`config.mk`:
```
export PLATFORM = sky130hd
export DESIGN_NAME = eeprom_access_arbiter
export DESIGN_NICKNAME = d
export VERILOG_FILES = /design/src/rtl/eeprom_arb_pkg.sv /design/src/rtl/rr_arb2.sv /design/src/rtl/eeprom_access_arbiter.sv
export SDC_FILE = /design/constraint.sdc
export NUM_CORES = 1
export LEC_CHECK = 0
export CORE_MARGIN = 3
export CORE_UTILIZATION = 34
export DETAILED_ROUTE_END_ITERATION = 12
export PLACE_DENSITY_LB_ADDON = 0.08
export SYNTH_ARGS = -nofsm -noshare
export SYNTH_HDL_FRONTEND = slang
export SYNTH_SLANG_ARGS = --single-unit
export TNS_END_PERCENT = 30
```
`constraint.sdc`:
```
create_clock -name sys_clk -period 3.6 [get_ports sys_clk]
set_input_delay 0.54 -clock sys_clk [delete_from_list [all_inputs] [get_ports sys_clk]]
set_output_delay 0.54 -clock sys_clk [all_outputs]
set_load 0.02 [all_outputs]
```
`src/rtl/eeprom_arb_pkg.sv`:
```
// Shared definitions for the EEPROM access arbiter: FSM encoding and requester IDs.
package eeprom_arb_pkg;

  typedef enum logic [2:0] {
    ST_IDLE      = 3'd0,
    ST_ISSUE     = 3'd1,
    ST_WAIT_BUSY = 3'd2,
    ST_WAIT_DONE = 3'd3,
    ST_WR_GAP    = 3'd4,
    ST_COMPLETE  = 3'd5
  } arb_state_e;

  localparam logic REQ_ID_R0 = 1'b0;
  localparam logic REQ_ID_R1 = 1'b1;

endpackage

```
`src/rtl/rr_arb2.sv`:
```
// Two-way round-robin picker. On a tie the requester that did not win last time
// is granted; rr_last resets to r1 so r0 takes the first tie.
module rr_arb2 (
  input  logic clk,
  input  logic rst,
  input  logic en,
  input  logic req0,
  input  logic req1,
  output logic gnt0,
  output logic gnt1
);
  import eeprom_arb_pkg::*;

  logic rr_last_q;
  logic rr_last_d;

  // Grant decision and next value of the last-winner register.
  always_comb begin
    gnt0      = 1'b0;
    gnt1      = 1'b0;
    rr_last_d = rr_last_q;
    if (en) begin
      if (req0 && req1) begin
        if (rr_last_q == REQ_ID_R1) begin
          gnt0 = 1'b1;
        end else begin
          gnt1 = 1'b1;
        end
      end else if (req0) begin
        gnt0 = 1'b1;
      end else if (req1) begin
        gnt1 = 1'b1;
      end else begin
        gnt0 = 1'b0;
      end
      if (gnt0) begin
        rr_last_d = REQ_ID_R0;
      end else if (gnt1) begin
        rr_last_d = REQ_ID_R1;
      end else begin
        rr_last_d = rr_last_q;
      end
    end else begin
      rr_last_d = rr_last_q;
    end
  end

  // Last-winner register.
  always_ff @(posedge clk or posedge rst) begin
    if (rst) begin
      rr_last_q <= REQ_ID_R1;
    end else begin
      rr_last_q <= rr_last_d;
    end
  end

endmodule

```
`src/rtl/eeprom_access_arbiter.sv`:
```
// Shares one I2C EEPROM driver between two requesters. Sequences start/ready,
// retries NAKed transfers and holds off after writes for the EEPROM write cycle.
module eeprom_access_arbiter #(
  parameter  int ADDR_BYTE_NUM = 1,
  parameter  int DATA_BYTE_NUM = 1,
  parameter  int TWR_CYC       = 250_000,
  parameter  int MAX_RETRY     = 3,
  parameter  int BUSY_TO       = 1024,
  localparam int AW            = ADDR_BYTE_NUM * 8,
  localparam int DW            = DATA_BYTE_NUM * 8
) (
  input  logic          sys_clk,
  input  logic          sys_rst,
  input  logic          r0_valid,
  input  logic          r0_rw,
  input  logic [AW-1:0] r0_addr,
  input  logic [DW-1:0] r0_wdata,
  output logic          r0_accept,
  output logic          r0_done,
  output logic          r0_err,
  input  logic          r1_valid,
  input  logic          r1_rw,
  input  logic [AW-1:0] r1_addr,
  input  logic [DW-1:0] r1_wdata,
  output logic          r1_accept,
  output logic          r1_done,
  output logic          r1_err,
  output logic [DW-1:0] rdata,
  output logic          iic_start,
  input  logic          iic_ready,
  output logic          iic_rw_flag,
  output logic [AW-1:0] iic_word_addr,
  output logic [DW-1:0] iic_wdata,
  input  logic [DW-1:0] iic_rdata,
  input  logic          iic_rdata_valid,
  input  logic          iic_ack_error
);
  import eeprom_arb_pkg::*;

  localparam int TW_W = (TWR_CYC > 1) ? $clog2(TWR_CYC) : 1;
  localparam int BT_W = (BUSY_TO > 1) ? $clog2(BUSY_TO) : 1;
  localparam int RT_W = $clog2(MAX_RETRY + 1);

  arb_state_e state_q, state_d;
  logic owner_q, owner_d, cmd_rw_q, cmd_rw_d, fail_q, fail_d;
  logic [AW-1:0] cmd_addr_q, cmd_addr_d;
  logic [DW-1:0] cmd_wdata_q, cmd_wdata_d, rbuf_q, rbuf_d, rdata_q, rdata_d;
  logic [RT_W-1:0] retry_q, retry_d;
  logic [TW_W-1:0] twr_cnt_q, twr_cnt_d;
  logic [BT_W-1:0] busy_cnt_q, busy_cnt_d;
  logic r0_accept_q, r0_accept_d, r1_accept_q, r1_accept_d;
  logic r0_done_q, r0_done_d, r1_done_q, r1_done_d;
  logic r0_err_q, r0_err_d, r1_err_q, r1_err_d, iic_start_q, iic_start_d;
  logic gnt0_s, gnt1_s, fail_now_s, finish_s, fin_err_s;

  rr_arb2 u_rr_arb2 (
    .clk  (sys_clk),
    .rst  (sys_rst),
    .en   (state_q == ST_IDLE),
    .req0 (r0_valid),
    .req1 (r1_valid),
    .gnt0 (gnt0_s),
    .gnt1 (gnt1_s)
  );

  assign fail_now_s = fail_q | iic_ack_error;
  assign finish_s   = (state_d == ST_COMPLETE) && (state_q != ST_COMPLETE);
  assign fin_err_s  = (state_q == ST_WAIT_BUSY) || ((state_q == ST_WAIT_DONE) && fail_now_s);

  // State register.
  always_ff @(posedge sys_clk or posedge sys_rst) begin
    if (sys_rst) begin
      state_q <= ST_IDLE;
    end else begin
      state_q <= state_d;
    end
  end

  // Next-state logic: issue, wait for the driver, retry or finish.
  always_comb begin
    state_d = state_q;
    case (state_q)
      ST_IDLE:      state_d = (gnt0_s || gnt1_s) ? ST_ISSUE : ST_IDLE;
      ST_ISSUE:     state_d = iic_ready ? ST_WAIT_BUSY : ST_ISSUE;
      ST_WAIT_BUSY: begin
        if (!iic_ready) begin
          state_d = ST_WAIT_DONE;
        end else if (busy_cnt_q == BT_W'(BUSY_TO - 1)) begin
          state_d = ST_COMPLETE;
        end else begin
          state_d = ST_WAIT_BUSY;
        end
      end
      ST_WAIT_DONE: begin
        if (!iic_ready) begin
          state_d = ST_WAIT_DONE;
        end else if (fail_now_s) begin
          state_d = (retry_q < RT_W'(MAX_RETRY)) ? ST_ISSUE : ST_COMPLETE;
        end else begin
          state_d = cmd_rw_q ? ST_COMPLETE : ST_WR_GAP;
        end
      end
      ST_WR_GAP:    state_d = (twr_cnt_q == TW_W'(TWR_CYC - 1)) ? ST_COMPLETE : ST_WR_GAP;
      ST_COMPLETE:  state_d = ST_IDLE;
      default:      state_d = ST_IDLE;
    endcase
  end

  // Datapath and output next values: capture, counters, failure flag, pulses.
  always_comb begin
    owner_d     = owner_q;
    cmd_rw_d    = cmd_rw_q;
    cmd_addr_d  = cmd_addr_q;
    cmd_wdata_d = cmd_wdata_q;
    rbuf_d      = rbuf_q;
    rdata_d     = rdata_q;
    fail_d      = fail_q;
    retry_d     = retry_q;
    twr_cnt_d   = twr_cnt_q;
    busy_cnt_d  = busy_cnt_q;
    r0_accept_d = 1'b0;
    r1_accept_d = 1'b0;
    r0_done_d   = 1'b0;
    r1_done_d   = 1'b0;
    r0_err_d    = 1'b0;
    r1_err_d    = 1'b0;
    iic_start_d = 1'b0;
    case (state_q)
      ST_IDLE: begin
        if (gnt0_s) begin
          owner_d     = REQ_ID_R0;
          cmd_rw_d    = r0_rw;
          cmd_addr_d  = r0_addr;
          cmd_wdata_d = r0_wdata;
          r0_accept_d = 1'b1;
        end else if (gnt1_s) begin
          owner_d     = REQ_ID_R1;
          cmd_rw_d    = r1_rw;
          cmd_addr_d  = r1_addr;
          cmd_wdata_d = r1_wdata;
          r1_accept_d = 1'b1;
        end else begin
          owner_d = owner_q;
        end
      end
      ST_ISSUE: begin
        if (iic_ready) begin
          iic_start_d = 1'b1;
          busy_cnt_d  = {BT_W{1'b0}};
        end else begin
          iic_start_d = 1'b0;
        end
      end
      ST_WAIT_BUSY, ST_WAIT_DONE: begin
        fail_d     = fail_now_s;
        rbuf_d     = iic_rdata_valid ? iic_rdata : rbuf_q;
        busy_cnt_d = (state_q == ST_WAIT_BUSY) ? busy_cnt_q + BT_W'(1) : busy_cnt_q;
        if ((state_q == ST_WAIT_DONE) && iic_ready) begin
          if (state_d == ST_ISSUE) begin
            retry_d = retry_q + RT_W'(1);
            fail_d  = 1'b0;
          end else if (!fail_now_s && cmd_rw_q) begin
            rdata_d = iic_rdata_valid ? iic_rdata : rbuf_q;
          end else if (!fail_now_s) begin
            twr_cnt_d = {TW_W{1'b0}};
          end else begin
            fail_d = fail_now_s;
          end
        end else begin
          retry_d = retry_q;
        end
      end
      ST_WR_GAP:   twr_cnt_d = twr_cnt_q + TW_W'(1);
      ST_COMPLETE: begin
        retry_d = {RT_W{1'b0}};
        fail_d  = 1'b0;
      end
      default: fail_d = 1'b0;
    endcase
    if (finish_s) begin
      if (owner_q == REQ_ID_R0) begin
        r0_done_d = 1'b1;
        r0_err_d  = fin_err_s;
      end else begin
        r1_done_d = 1'b1;
        r1_err_d  = fin_err_s;
      end
    end else begin
      r0_done_d = 1'b0;
    end
  end

  // Datapath and output registers.
  always_ff @(posedge sys_clk or posedge sys_rst) begin
    if (sys_rst) begin
      owner_q <= REQ_ID_R0;        cmd_rw_q <= 1'b0;
      cmd_addr_q <= {AW{1'b0}};    cmd_wdata_q <= {DW{1'b0}};
      rbuf_q <= {DW{1'b0}};        rdata_q <= {DW{1'b0}};
      fail_q <= 1'b0;              retry_q <= {RT_W{1'b0}};
      twr_cnt_q <= {TW_W{1'b0}};   busy_cnt_q <= {BT_W{1'b0}};
      r0_accept_q <= 1'b0;         r1_accept_q <= 1'b0;
      r0_done_q <= 1'b0;           r1_done_q <= 1'b0;
      r0_err_q <= 1'b0;            r1_err_q <= 1'b0;
      iic_start_q <= 1'b0;
    end else begin
      owner_q <= owner_d;          cmd_rw_q <= cmd_rw_d;
      cmd_addr_q <= cmd_addr_d;    cmd_wdata_q <= cmd_wdata_d;
      rbuf_q <= rbuf_d;            rdata_q <= rdata_d;
      fail_q <= fail_d;            retry_q <= retry_d;
      twr_cnt_q <= twr_cnt_d;      busy_cnt_q <= busy_cnt_d;
      r0_accept_q <= r0_accept_d;  r1_accept_q <= r1_accept_d;
      r0_done_q <= r0_done_d;      r1_done_q <= r1_done_d;
      r0_err_q <= r0_err_d;        r1_err_q <= r1_err_d;
      iic_start_q <= iic_start_d;
    end
  end

  assign r0_accept     = r0_accept_q;
  assign r1_accept     = r1_accept_q;
  assign r0_done       = r0_done_q;
  assign r1_done       = r1_done_q;
  assign r0_err        = r0_err_q;
  assign r1_err        = r1_err_q;
  assign rdata         = rdata_q;
  assign iic_start     = iic_start_q;
  assign iic_rw_flag   = cmd_rw_q;
  assign iic_word_addr = cmd_addr_q;
  assign iic_wdata     = cmd_wdata_q;

endmodule

```
[Yosys cells after proc, flatten, opt, wreduce, memory -nomap -nowiden]
Index checks and enable logic that the tools add are counted.
Word-level totals
  bits in registers: 76
  bits in latches: 0
  bits in writable memories: 0
  ROM bits: 0
  input port bits: 49
  output and inout bits: 32
  word-level logic and storage cells: 125
  memories: 0
Cells by class
  add/subtract/negate cells: 3
  multiply operators: 0
  div/mod/pow operators: 0
  $lt $le $gt $ge: 1
  eq/ne operators: 17
  shifts and indexed selects: 0
  multiplexer cells: 61
  bitwise logic cells: 2
  reduce and logical (&&, ||, !) cells: 22
Operators with widths (number)
  $mux W18: 4
  $mux W8: 5
  $mux W1: 37
  $pmux W18 S2: 1
  $mux W10: 2
  $pmux W10 S2: 1
  $add A18 B1 Y18 const B: 1
  $eq A18 B18 Y1 const B: 1
  $mux W3: 5
  $pmux W3 S5: 1
  $ne A2 B2 Y1 const B: 7
  $add A10 B1 Y10 const B: 1
  $eq A10 B10 Y1 const B: 1
  $reduce_bool A2 Y1: 5
  $eq A3 B3 Y1 const B: 3
  $eq A3 B1 Y1 const B: 2
  $eq A3 B2 Y1 const B: 2
  $mux W2: 3
  $reduce_and A3 Y1: 2
  $logic_and A1 B1 Y1: 5
  $reduce_and A5 Y1: 1
  $pmux W2 S2: 1
  $reduce_and A2 Y1: 2
  $reduce_and A4 Y1: 1
  other kinds (11): 12

[Logic depth before layout (Yosys ltp)]
  depth in word-level cells: 12
  depth in mapped cells: 7
  gate-level depth less buffers: 7

[Modules after synthesis]
Synthesis repeated with hierarchy kept, for this count alone.
Second synthesis, totals
  cell total of the unflattened synthesis: 360
  area, all modules: 3669.8 sq um
Modules (own cells, without submodules)
  eeprom_access_arbiter: instances 1, cells an instance 351, area an instance 3603.5 sq um, seq. area each 1876.8 sq um
  rr_arb2: instances 1, cells an instance 9, area an instance 66.3 sq um, seq. area each 26.3 sq um

[Least setup slack after synthesis]
Ideal clock, no wire load.
  path type: reg-to-reg
  start: register busy_cnt_q[0]
  end: register retry_q[0]
  setup time: 0.096 ns
  arrival time: 1.649 ns
  data required time: 3.504 ns
  slack: 1.855 ns
  stages on the path, launching flop included: 7
  buffers on the path: 0
  period minus slack after synthesis: 1.745 ns
  cells stage by stage: dfrtp_1 ha_1 and3_1 a41oi_1 o41a_1 and2_4 a311oi_2
On the way
  longest elaborated chain between the ends: 7
RTL lines
  start, declared: line eeprom_access_arbiter.sv:50  | logic [BT_W-1:0] busy_cnt_q, busy_cnt_d;
  start signal, assigned: line eeprom_access_arbiter.sv:200  | twr_cnt_q <= {TW_W{1'b0}}; busy_cnt_q <= {BT_W{1'b0}};
  start signal, assigned: line eeprom_access_arbiter.sv:210  | twr_cnt_q <= twr_cnt_d; busy_cnt_q <= busy_cnt_d;
  $eq A10 B10 Y1: line eeprom_access_arbiter.sv:88  | end else if (busy_cnt_q == BT_W'(BUSY_TO - 1)) begin
  $mux W3: line eeprom_access_arbiter.sv:88
  $mux W3: line eeprom_access_arbiter.sv:86  | if (!iic_ready) begin
  $pmux W3 S5: line eeprom_access_arbiter.sv:82  | case (state_q)
  $eq A3 B1 Y1: line eeprom_access_arbiter.sv:159  | if (state_d == ST_ISSUE) begin
  $ne A2 B2 Y1 (no source line)
  $reduce_and A3 Y1 (no source line)
  end signal, assigned: line eeprom_access_arbiter.sv:209  | fail_q <= fail_d; retry_q <= retry_d;
  end, declared: line eeprom_access_arbiter.sv:48  | logic [RT_W-1:0] retry_q, retry_d;
Every way passes these cells.
A chain may end at the register's enable or synchronous reset.

[Worst setup path after layout]
  start: register state_q[0]
  end: register r1_err_q, in the netlist r1_err
On the way
  longest elaborated chain between the ends: 8
  elaborated cells on any way between the ends: 17
  classes of those cells: eq/ne (6); mux (6); reduce/logical (5)
RTL lines
  start, declared: line eeprom_access_arbiter.sv:44  | arb_state_e state_q, state_d;
  start signal, assigned: line eeprom_access_arbiter.sv:75  | state_q <= state_d;
  $logic_not A3 Y1: line eeprom_access_arbiter.sv:59, eeprom_access_arbiter.sv:82
  $mux W1: line rr_arb2.sv:22  | if (en) begin
  $logic_or A1 B1 Y1: line eeprom_access_arbiter.sv:83  | ST_IDLE: state_d = (gnt0_s || gnt1_s) ? ST_ISSUE : ST_IDLE;
  $mux W1: line eeprom_access_arbiter.sv:83
  $pmux W3 S5 (*): line eeprom_access_arbiter.sv:82
  via state_d[0]: line eeprom_access_arbiter.sv:44
  $eq A3 B3 Y1 (*): line eeprom_access_arbiter.sv:67  | assign finish_s = (state_d == ST_COMPLETE) && (state_q != ST_COMPLETE);
  $logic_and A1 B1 Y1 (*): line eeprom_access_arbiter.sv:67
  $mux W1 (*): line eeprom_access_arbiter.sv:180  | if (finish_s) begin
  via r1_err_d: line eeprom_access_arbiter.sv:53  | logic r0_err_q, r0_err_d, r1_err_q, r1_err_d, iic_start_q, iic_start_d;
  end signal, assigned: line eeprom_access_arbiter.sv:213  | r0_err_q <= r0_err_d; r1_err_q <= r1_err_d;
  end, declared: line eeprom_access_arbiter.sv:53
Mark *: on every way through the listed nets, which the timed path passes. The rest lies on a longest branch.

==> flow_summary.toml <==
[run_status]
status = "completed"

[placement]
io_buffers = 80
dp_hpwl_mm = 5.86
dp.cells = 566
placed_area_sq_mm = 0.00451
place_congestion = 0.793

[routing]
wirelength_mm = 8.56
wl_per_cell_um = 14.7
drc = 0
via_count = 2964
first_iter_violations = 136
dr.pass1.iters = 5
viasPerCell = 5.09
ant_nets = 0

[worst_setup_path]
cp.arrival_ns = 2.55
critPathRequiredTime_ns = 3.89
critPathMaxFanout = 20
worstSetupStartpointType = "flip-flop"
worstSetupPathType = "flip-flop to flip-flop"
crit_path_end_kind = "flip-flop"

[sta]
rsz0062_at_grt = "no"
min_period_ns = 2.26
hold_ws_ns = 0.481
worstMarginPinSlew_ns = 0.897
slew_headroom = 0.396
max_freq_ghz = 0.442
slew_violations = 0
fin_setup_tns_ns = 0
fin_crit_sh = 0.629
setup_violations = 0
final.setup_skew_ns = 0.00571
final_hold_viol_count = 0

[cts]
clock-sinks = 76
path_clk_slew_ns = 0.08
root_buffer = "clkbuf_8"
cts_tree = "yes"
clk_latency_ns = 0.35
cts_buffers = 9
ctsHtreeMaxLevel = 3
cts_resized = 0
hold_buffers = 0
cts_buffer_depth = 2
postCtsSetupBuffers = 0

[global_routing]
grt_start_max_net_pins = 45
grt_antenna_before_repair = 0
track_usage = 0.153
overflow = 0
grt_pass1_vias = 2935
grt_pass1_wl_mm = 14.1

[power]
power.total_w = 0.00152
ir_drop_mv = 0.122
power_density_mw_per_mm2 = 324
leakage_nw = 2.00

[synth]
syn_nets = 416
async_reset_ff_frac = 1.00
synth_cells = 364
yosys_register_bits = 76
synth-main-ff-cell = "dfrtp_1"
synth_edf_count = 0
ys_types = 52
ys_warn_count = 0
yosysSeqAreaShare = 0.533
synthesis.area_sq_mm = 0.00357
syn_avg_cell_area_sq_um = 9.80

[flow_run]
max_cap_violations = 0

[die]
rows = 36
start_util = 0.357
io_pins = 81
core_area_sq_mm = 0.0100
die_h_um = 108
die_w_um = 108
dieArea_sq_mm = 0.0118

[cells_and_area]
multi_input_area_sq_mm = 0.00157
synthToLayoutAreaGrowth_pct = 31.2
design_area_sq_mm = 0.00468
seqCellArea_sq_mm = 0.00190
final_cells = 582
antenna_cells = 0
drive_above_1_share = 0.0869
num-fill-cells = 986
final_nets = 496

[min_path]
hold_class = "flip-flop to flip-flop"
## report_power, final
group / internal [W] / total, W / leakage, nW / switching, W
registers: 0.000853 / 0.000853 / 1.01 / 0
logic: 0.0000527 / 0.0000841 / 0.909 / 0.0000314
clock network: 0.000265 / 0.000578 / 0.0889 / 0.000314
## worst paths after layout
check / slack [ns] / endpoint / cells past startpoint / start
max in group asynchronous: 2.24 / u_rr_arb2.rr_last_q / 3 / sys_rst
min in group asynchronous: 0.63 / rdata[4] / 2 / sys_rst
worst max register to register: 1.34 / r1_err / 5 / state_q[0]
worst min-delay path: 0.48 / rdata[3] / 2 / rdata[3]
worst min register to register: 0.48 / rdata[3] / 2 / rdata[3]
worst max-delay path: 1.34 / r1_err / 5 / state_q[0]
## kinds of logic (layout without fill, tap and decap cells)
family | Yosys count | in the layout | share of synthesized area
flip-flops | 76 | 76 | 0.533
buffers and inverters | 23 | 108 | 0.0267
multiplexers | 17 | 17 | 0.0509
AND/OR/NAND/NOR | 146 | 146 | 0.201
AO/OA/AOI/OAI | 93 | 93 | 0.163
adder cells (fa/ha/maj) | 3 | 3 | 0.0105
XOR/XNOR | 6 | 6 | 0.0147
## synthesized netlist by cell type (7+ instances only)
cell / number / share of area
nand4_1: 7 / 0.012
nand3_1: 14 / 0.020
buf_2: 7 / 0.0098
mux2_2: 9 / 0.028
nand2_1: 34 / 0.036
clkbuf_1: 8 / 0.0084
nor2_1: 54 / 0.057
a21oi_1: 14 / 0.020
o22ai_1: 18 / 0.032
a31oi_1: 8 / 0.014
inv_1: 7 / 0.0074
mux2i_1: 8 / 0.022
dfrtp_1: 75 / 0.53
o21ai_0: 34 / 0.048
## placed cells by master, fill, tap and decap left out, types with 4 or more instances in the layout
cell type | synthesis | layout
a21oi_1 | 14 | 14
a31oi_1 | 8 | 8
and2_1 | 5 | 5
and3_1 | 4 | 4
clkbuf_8 | 0 | 10
clkdlybuf4s50_1 | 0 | 80
clkinv_2 | 0 | 4
dfrtp_1 | 75 | 75
inv_1 | 7 | 6
mux2_2 | 9 | 9
mux2i_1 | 8 | 8
nand2_1 | 34 | 34
nand3_1 | 14 | 14
nand4_1 | 7 | 7
nor2_1 | 54 | 54
nor3_1 | 4 | 4
nor4_1 | 4 | 4
o21ai_0 | 34 | 34
o22ai_1 | 18 | 18
## sequential cells by signal, summed over array words and instances, names as in the netlist, 2 cells and up
register,cells
iic_word_addr,8
iic_wdata,8
busy_cnt_q,10
retry_q,2
state_q,3
twr_cnt_q,18
rbuf_q,8
rdata,8
## worst max-delay path, cell delays in order, from the launching register on
cell and delay [ns]:
dfrtp_1 0.52, or3b_1 0.72, nor4_1 0.40, a221o_1 0.24, and3_1 0.19, and2_1 0.13
## per-stage QoR
step | utilization | setup WS, ns
6_report | 0.468 | 1.34
5_1_grt | 0.468 | 1.14
2_1_floorplan | - | 1.12
3_3_place_gp | 0.451 | 1.13
3_5_place_dp | 0.451 | 1.08
4_1_cts | 0.468 | 1.34
## metal layers
metal | global-route usage | vias up | part of all wire
li1 | - | 1480 | -
met1 | 0.200 | 1404 | 0.47
met2 | 0.232 | 68 | 0.45
met3 | 0.0561 | 12 | 0.069
met4 | 0.0541 | 0 | 0.014
met5 | 0 | - | 0
## area by class of cell
type,instances,share of cell area
well taps,133,0.0356
multi-input cells,265,0.335
repair buffers,84,0.180
clock inverters,5,0.00588
clock buffers,11,0.0302
inverters,8,0.00642
flip-flops and latches,76,0.407
No activity file was read; power rests on OpenSTA's default activity.
